## config.mk

```make
export PLATFORM = sky130hd
export DESIGN_NAME = bcd_display_converter
export DESIGN_NICKNAME = d
export VERILOG_FILES = /design/src/rtl/bcd_display_converter.sv
export SDC_FILE = /design/constraint.sdc
export NUM_CORES = 1
export LEC_CHECK = 0
export BUFFER_PORTS_ARGS = -buffer_cell sky130_fd_sc_hd__buf_2
export CELL_PAD_IN_SITES_DETAIL_PLACEMENT = 2
export CELL_PAD_IN_SITES_GLOBAL_PLACEMENT = 2
export CORE_MARGIN = 5
export CORE_UTILIZATION = 30
export CTS_BUF_LIST = sky130_fd_sc_hd__clkbuf_16
export CTS_CLUSTER_SIZE = 20
export DETAILED_ROUTE_END_ITERATION = 8
export PLACE_DENSITY = 0.65
export SYNTH_ARGS = -nofsm -noshare
export SYNTH_HDL_FRONTEND = slang
export SYNTH_SLANG_ARGS = --single-unit
```

## constraint.sdc

```tcl
create_clock -name clk -period 4.3 [get_ports clk]
set_input_delay 0.86 -clock clk [delete_from_list [all_inputs] [get_ports clk]]
set_output_delay 0.86 -clock clk [all_outputs]
set_load 0.02 [all_outputs]
```

## src/rtl/bcd_display_converter.sv

```systemverilog
// bcd_display_converter: sequential double-dabble binary-to-BCD converter for the HEX displays
module bcd_display_converter #(
   parameter int BIN_W  = 32,
   parameter int DIGITS = 8
) (
   input  logic                  clk,
   input  logic                  rst,
   input  logic [BIN_W-1:0]      bin_in,
   input  logic                  start,
   output logic [4*DIGITS-1:0]   bcd_out,
   output logic                  valid,
   output logic                  busy,
   output logic                  done,
   output logic                  overflow
);
   localparam int INT_D = (BIN_W + 2) / 3;
   localparam int CW    = $clog2(BIN_W);
   typedef enum logic [1:0] {IDLE, SHIFT, DONE} state_t;
   state_t               state;
   logic [4*INT_D-1:0]   scratch, adj;
   logic [BIN_W-1:0]     sr, last_bin;
   logic [CW-1:0]        cnt;
   logic                 pending, hi_nz;
   for (genvar g = 0; g < INT_D; g++) begin : g_adj
      assign adj[4*g+:4] = scratch[4*g+:4] >= 4'd5 ? scratch[4*g+:4] + 4'd3 : scratch[4*g+:4];
   end
   assign hi_nz = |scratch[4*INT_D-1:4*DIGITS];
   // conversion FSM: capture in IDLE, one add-3/shift per clock in SHIFT, publish result in DONE
   always_ff @(posedge clk) begin
      if (rst) begin
         state    <= IDLE;
         bcd_out  <= '0;
         valid    <= 1'b0;
         busy     <= 1'b0;
         done     <= 1'b0;
         overflow <= 1'b0;
         pending  <= 1'b1;
         scratch  <= '0;
         sr       <= '0;
         last_bin <= '0;
         cnt      <= '0;
      end else begin
         done <= 1'b0;
         case (state)
            IDLE: if (start || pending || bin_in != last_bin) begin
               sr       <= bin_in;
               last_bin <= bin_in;
               scratch  <= '0;
               cnt      <= '0;
               pending  <= 1'b0;
               busy     <= 1'b1;
               state    <= SHIFT;
            end
            SHIFT: begin
               pending       <= pending | start;
               {scratch, sr} <= {adj, sr} << 1;
               cnt           <= cnt + 1'b1;
               if (cnt == CW'(BIN_W - 1)) state <= DONE;
            end
            DONE: begin
               pending  <= pending | start;
               overflow <= hi_nz;
               bcd_out  <= hi_nz ? {DIGITS{4'h9}} : scratch[4*DIGITS-1:0];
               valid    <= 1'b1;
               done     <= 1'b1;
               busy     <= 1'b0;
               state    <= IDLE;
            end
            default: state <= IDLE;
         endcase
      end
   end
endmodule
```

==> results of run 1 <==
## kinds of logic after synthesis
family	Yosys count	share of synthesized area, %
buf+inv	90	5.014
fa+ha+maj	30	5.099
xor+xnor	43	5.116
simple gates	290	18.34
mux	32	4.351
flops	152	41.33
compound gates	266	20.75
## worst max-delay path by stage
| stage | startpoint | cells past startpoint | endpoint |
|---|---|---|---|
| 5_1_grt | state[0]$_SDFFE_PP0P_ | 7 | bcd_out[5]$_SDFFE_PP0P_ |
| 3_3_place_gp | bin_in[9] | 8 | scratch[3]$_SDFFE_PP0P_ |
| 2_1_floorplan | bin_in[25] | 8 | last_bin[1]$_SDFFE_PP0P_ |
| 3_5_place_dp | bin_in[26] | 8 | scratch[23]$_SDFFE_PP0P_ |
| 4_1_cts | state[0]$_SDFFE_PP0P_ | 7 | bcd_out[14]$_SDFFE_PP0P_ |
| 6_report | bin_in[26] | 8 | scratch[43]$_SDFFE_PP0P_ |
## registers in the layout (all words and copies together), names as in the netlist, 2 cells and up
register / cells
sr: 32
scratch: 44
last_bin: 32
cnt: 5
bcd_out: 32
state: 2
## metrics by stage
stage	setup slack, ps	hold WS (ps)	cell area (um^2)	total power, mW
after global routing	1273	520.8	8601	3.721
after detailed placement	1083	466.5	8018	2.069
after global placement	1109	457.8	8018	2.059
after floorplan	1709	464.0	7362	1.899
final	1508	476.1	8601	3.547
after CTS	1453	481.4	8601	3.613
## where the power goes
group / internal [mW] / total, mW / leakage, nW / switching (mW)
registers: 1.49 / 1.54 / 1.24 / 0.0545
clock network: 0.903 / 1.52 / 0.272 / 0.614
logic: 0.163 / 0.491 / 1.79 / 0.328
## metal layers
layer	GRT usage [%]	vias to the layer above
li1	-	3223
met1	22.31	3324
met2	27.59	64
met3	2.228	17
met4	4.411	0
met5	0	-
## cell usage after synthesis, drive strengths merged (16+ instances only)
cell,n,area (um^2)
xor2,16,140.1
a21oi,114,570.6
a31oi,34,212.7
mux2i,32,320.3
nor2b,18,112.6
nor3,22,110.1
a22oi,25,187.7
nand2,77,289.0
o21ai,66,330.3
clkbuf,49,183.9
nor2,103,386.6
inv,28,105.1
xnor2,27,236.5
ha,30,375.4
dfxtp,152,3043
## critical path: stages
cell and delay, ps:
buf_2 120, xor2_1 140, nor4_1 510, nand4_1 330, o41ai_4 350, buf_4 440, o21ai_0 190, a21oi_1 170
## area by class of cell
type / count / share of cell area (%)
clock buffers: 17 / 4.946
clock inverters: 13 / 1.833
inverters: 29 / 1.266
multi-input cells: 661 / 46.39
flip-flops and latches: 152 / 35.38
well taps: 324 / 4.713
repair buffers: 84 / 5.470
==> reports/metrics.cfg, run 1 <==
[routing]
routedWlPerCell_um=17.56
wl_met2_mm=10.62
viasPerCell=5.178
antenna_left=0
drt_iter0_markers=226
first_pass_iters=4
highest_layer=met4
wl_met1_mm=11.21
finalWirelength_mm=22.48
route.met3.wl_um=400
vias=6628
route.detailed.drc=0

[final_layout]
utilization_pct=35.47
fillerInstances=2817
drive_above_1_share_pct=13.18
final_common_cell=dfxtp_1
diodes=0
syn2layout_area_growth_pct=16.83
fin_nets=1010
regArea_mm2=0.003043
multi_input_area_mm2=0.003990
finalNonFillerCells=1280
final_cell_mix=dfxtp_1 (152), a21oi_1 (114), nor2_1 (103)

[floorplanning]
fp.dieH_um=166.7
die_w_um=166.7
dieArea_mm2=0.02777
fp-row-count=57
fp.coreArea_mm2=0.02425
io_pins=71
initial_utilization_pct=30.36

[synth]
synth_edf_count=0
async_flop_share_pct=0
yosys_warnings=0
synth-main-ff-cell=dfxtp_1
syn_inst=903
yosysUniqueCellTypes=41
syn_nets=968
synth_area_mm2=0.007362
avgSynthCellArea_um2=8.153
synth_seq_area_share_pct=41.33
synth-seq-cells=152

[critical_path]
rr_endpoint=bcd_out[14]$_SDFFE_PP0P_
r2r.worst_path.cells=7
path_class=input pin to flip-flop
r2r_start=state[0]$_SDFFE_PP0P_
cp.arrival_ps=3130
path_max_fanout=39
critPathRequiredTime_ps=4640
rrSetupSlack_ps=1620
cp-start-kind=input pin
end_kind=flip-flop

[sta]
skew_ps=13.61
report.final.slew_viol_count=0
finalHoldViolCount=0
fmax_ghz=0.3581
worst_pin_slew_ps=1182
rsz0062_at_grt=no
setup_violations=0
min_period_over_period_pct=64.94
fin_setup_tns_ps=0
min_period_ps=2792
slew_headroom_pct=21.21

[hold_path]
min_path_cells=2
hold_path_startpoint=bcd_out[31]$_SDFFE_PP0P_
min-delay-path-class=flip-flop to flip-flop
holdPathEnd=bcd_out[31]$_SDFFE_PP0P_

[power]
p_leak_nw=3.302
peakVddDrop_uv=161.2
powerDensity_mw_per_mm2=412.5

[clocking]
cts_hold_buf=0
cts_buffers=17
cts_root_buf=clkbuf_16
cts_sinks=152
cts.repair.resized=0
cts_setup_buffers=0
cts.clk_slew.worst_paths_ps=60
clock_latency_ps=430
cts-htree-levels=4
cts_tree=yes
cts_max_path_buffers=2

[place]
gp_congestion=0.7038
hpwl_mm=14.78
port_buffers=70
dp_cells=1250

[global_route]
gr-total-overflow=0
grt_max_degree=66
grt_pass1_vias=7148
antenna_found_initial=0
grt_pass1_wl_mm=37.70
grt_usage_pct=16.44

[flow_run]
cap_viol_max_count=0

[status]
status=complete, no violations

(Power assumes the default switching activity.)
==> run 2: changes to the inputs <==
--- a/config.mk
+++ b/config.mk
@@ -5,6 +5,7 @@
 export SDC_FILE = /design/constraint.sdc
 export NUM_CORES = 1
 export LEC_CHECK = 0
+export ABC_AREA = 1
 export BUFFER_PORTS_ARGS = -buffer_cell sky130_fd_sc_hd__buf_2
 export CELL_PAD_IN_SITES_DETAIL_PLACEMENT = 2
 export CELL_PAD_IN_SITES_GLOBAL_PLACEMENT = 2
@@ -13,7 +14,7 @@
 export CTS_BUF_LIST = sky130_fd_sc_hd__clkbuf_16
 export CTS_CLUSTER_SIZE = 20
 export DETAILED_ROUTE_END_ITERATION = 8
-export PLACE_DENSITY = 0.65
+export PLACE_DENSITY = 0.73
 export SYNTH_ARGS = -nofsm -noshare
 export SYNTH_HDL_FRONTEND = slang
 export SYNTH_SLANG_ARGS = --single-unit
==> constraint.sdc (replaced) <==
create_clock -name clk -period 2.4 [get_ports clk]
set_input_delay 0.48 -clock clk [delete_from_list [all_inputs] [get_ports clk]]
set_output_delay 0.48 -clock clk [all_outputs]
set_load 0.02 [all_outputs]
==> run 2 against run 1 <==
Wire length rose by 8.9%. Via count rose by 17%. Total power rose to 3.1 times the previous value. First-iteration DRC count rose by 6.6%. Sequential share of layout area fell by 2.4 points. Critical path type is now flip-flop to flip-flop. Largest power group is now combinational logic.
==> reports/metrics.cfg, run 2 <==
[status]
status=complete, no violations

[sta]
report.final.slew_viol_count=0  ; unchanged
fin_setup_tns_ps=0  ; unchanged
skew_ps=13.06  ; -0.5551 ps
setup_violations=0  ; unchanged
min_period_over_period_pct=85.71
slew_headroom_pct=51.61  ; +30 points
rsz0062_at_grt=no
worst_pin_slew_ps=725.9  ; -456.0 ps
finalHoldViolCount=0  ; unchanged
min_period_ps=2057
fmax_ghz=0.4861

[global_route]
grt_util_met2_pct=30.91  ; +3.3 points
grt.busiest_layer=met2
gr-total-overflow=0  ; unchanged
grt_max_degree=67  ; +1.5%
grt.met3_usage_pct=2.378  ; +0.15 points
grtUsageMet1_pct=21.37  ; -0.94 points
antenna_found_initial=0  ; unchanged
grt_pass1_wl_mm=41.01  ; +8.8%
grt_pass1_vias=8237  ; +15%
grt_usage_pct=17.04  ; +0.60 points

[synth]
synth_seq_area_share_pct=38.61  ; -2.7 points
synth_edf_count=0  ; unchanged
synth.most_common_cell=nand2_1
yosys-top-cells-area=dfxtp_1 (39%), nand2_1 (12%), nor2_1 (12%), o21ai_0 (8.0%), inv_1 (6.0%)
yosysUniqueCellTypes=26  ; -37%
syn_nets=1266  ; +31%
synth-seq-cells=152  ; unchanged
synth_common_cells=nand2_1 (262), nor2_1 (252), dfxtp_1 (152)
synth_top_area_share_pct=38.61  ; -2.7 points
async_flop_share_pct=0  ; unchanged
synth_area_mm2=0.007881  ; +7.1%
avgSynthCellArea_um2=6.562  ; -20%
yosys_warnings=0  ; unchanged
syn_inst=1201  ; +33%
synth-main-ff-cell=dfxtp_1
synth_largest_area_cell=dfxtp_1

[critical_path]
path_cells=inv_1 -> nand2_1 -> nand2_1 -> nor2_1 -> nand2_1 -> nor2_1 -> nand2_1 -> nor2_2 -> nand2_1 -> nand2_1 -> inv_2 -> nor2_1 -> nor2_1
crit_end=last_bin[4]$_SDFFE_PP0P_
r2r_start=last_bin[8]$_SDFFE_PP0P_
cp.depth=13  ; +5
critical_path_buf_inv_count=2  ; unchanged
r2r.worst_path.cells=13  ; +6
end_kind=flip-flop
path_class=flip-flop to flip-flop
crit_top_cell=nand2_1
path_max_fanout=32  ; -18%
slowest_stage=dfxtp_1
cp.arrival_ps=2360  ; -770 ps
startpoint=last_bin[8]$_SDFFE_PP0P_
cp-start-kind=flip-flop
rr_endpoint=last_bin[4]$_SDFFE_PP0P_
cp_top_family=simple AND/OR/NAND/NOR gates
critPathRequiredTime_ps=2700  ; -1940 ps
max_stage_delay_ps=350  ; -160 ps
rrSetupSlack_ps=340  ; -1280 ps

[final_layout]
multi_input_area_mm2=0.004064  ; +1.9%
utilization_pct=35.49  ; about the same
syn2layout_area_growth_pct=17.00
final_cell_mix=nand2_1 (262), nor2_1 (252), dfxtp_1 (152)
largest_reg_flops=44  ; unchanged
top_register=scratch
regArea_mm2=0.003043  ; unchanged
diodes=0  ; unchanged
final_common_cell=nand2_1
fin_nets=1315  ; +30%
fillerInstances=3191  ; +13%
drive_above_1_share_pct=11.01  ; -2.2 points

[power]
peakVddDrop_uv=438.8  ; +170%
pwr-share-clk_pct=25.9  ; -17 points
powerDensity_mw_per_mm2=1181  ; +190%
seqPwrFrac_pct=34.6  ; -8.8 points
p_int_mw=6.364  ; +150%
power_frac_comb_pct=39.5  ; +26 points
p_leak_nw=4.236  ; +28%
swShare_pct=41.54  ; +13 points
switchingPower_mw=4.522  ; +350%

[floorplanning]
fp.coreArea_mm2=0.02598  ; +7.2%
fp.dieH_um=172.1  ; +3.3%
io_pins=71  ; unchanged
dieArea_mm2=0.02961  ; +6.6%
die_w_um=172.1  ; +3.3%
fp-row-count=59  ; +3.5%
initial_utilization_pct=30.33  ; -0.031 points

[routing]
finalWirelength_mm=24.48  ; +8.9%
drt_iter0_markers=241  ; +6.6%
routedWlPerCell_um=15.33  ; -13%
viasPerCell=4.845  ; -6.4%
antenna_left=0  ; unchanged
vias=7737  ; +17%
route.detailed.drc=0  ; unchanged
first_pass_iters=4  ; unchanged

[clocking]
cts_max_path_buffers=2  ; unchanged
cts_sinks=152  ; unchanged
clock_latency_ps=430  ; about the same
cts.repair.resized=0  ; unchanged
cts_setup_buffers=0  ; unchanged
cts.clk_slew.worst_paths_ps=70  ; about the same
cts_root_buf=clkbuf_16
cts_buffers=17  ; unchanged
cts_hold_buf=0  ; unchanged
cts-htree-levels=4  ; unchanged
cts_tree=yes

[place]
gp_congestion=0.7409  ; +5.3%
port_buffers=70  ; unchanged
hpwl_mm=16.33  ; +10%

[flow_run]
cap_viol_max_count=0  ; unchanged

[hold_path]
min-delay-path-class=input pin to flip-flop

-- run 2: cell types whose count changed after synthesis, sizes merged, moves of 32 or more --
cell | before | now
nor2 | 103 | 253
a31oi | 34 | 0
mux2i | 32 | 0
o21ai | 66 | 126
inv | 28 | 129
nand2 | 77 | 263
a21oi | 114 | 51
nand3 | 15 | 67
-- run 2: cell families after synthesis --
group | share of synthesized area [%]
and+or+nand+nor | 30.18
AOI/OAI and AO/OA | 13.78
buffers and inverters | 9.890
DFF | 38.61
adders and majority gates | 4.763
xor gates and xnor gates | 2.778
-- run 2: power groups by stage --
stage | sequential [mW] | combinational [mW] | clock (mW)
after CTS | 3.79 | 4.43 | 2.91
final | 3.77 | 4.30 | 2.82
after detailed placement | 3.83 | 4.36 | 0
after global routing | 3.89 | 4.97 | 3.00
after floorplan | 3.84 | 2.94 | 0
after global placement | 3.80 | 4.18 | 0
-- run 2: metrics by stage --
| stage | power [mW] | worst slack, ps | hold slack (ps) | instances | cell area, um^2 |
|---|---|---|---|---|---|
| 2_1_floorplan | 6.780 | 585.0 | 438.3 | 1201 | 7881 |
| 3_3_place_gp | 7.975 | 221.2 | 444.7 | 1566 | 8622 |
| 3_5_place_dp | 8.191 | 96.25 | 455.0 | 1566 | 8622 |
| 4_1_cts | 11.12 | 266.0 | 323.3 | 1597 | 9221 |
| 5_1_grt | 11.86 | 53.61 | 361.9 | 1597 | 9221 |
| 6_report | 10.89 | 342.9 | 334.4 | 1597 | 9221 |
-- run 2: how the worst min path moves through the flow --
stage                         from                        end  depth (start not counted)
4_1_cts                 bin_in[22]  last_bin[22]$_SDFFE_PP0P_                          3
3_3_place_gp    valid$_SDFFE_PP0P_         valid$_SDFFE_PP0P_                          2
3_5_place_dp    sr[0]$_SDFFE_PP0P_         sr[0]$_SDFFE_PP0P_                          2
2_1_floorplan  cnt[4]$_SDFFE_PP0P_        cnt[4]$_SDFFE_PP0P_                          2
5_1_grt                 bin_in[24]  last_bin[24]$_SDFFE_PP0P_                          3
6_report                     start       pending$_SDFFE_PP1P_                          3
-- run 2: final cells by class --
class	instances	area share (%)
clock inverter	14	1.886
sequential	152	33.00
clock buffer	17	4.613
timing repair buffer	94	6.567
tap	335	4.545
multi-input combinational	855	44.07
inverter	130	5.319
-- run 2: worst register-to-register path, stage by stage, from the launching register on --
cell and delay [ps]:
dfxtp_1 350, inv_1 50, nand2_1 50, nand2_1 50, nor2_1 110, nand2_1 90
nor2_1 150, nand2_1 90, nor2_2 150, nand2_1 130, nand2_1 140, inv_2 270
nor2_1 220, nor2_1 80
-- run 2: per-layer routing --
metal | wire [um] | part of all wire [%]
met5 | 0 | 0
met4 | 246 | 1.0
met3 | 496 | 2.0
met2 | 12200 | 50
met1 | 11530 | 47
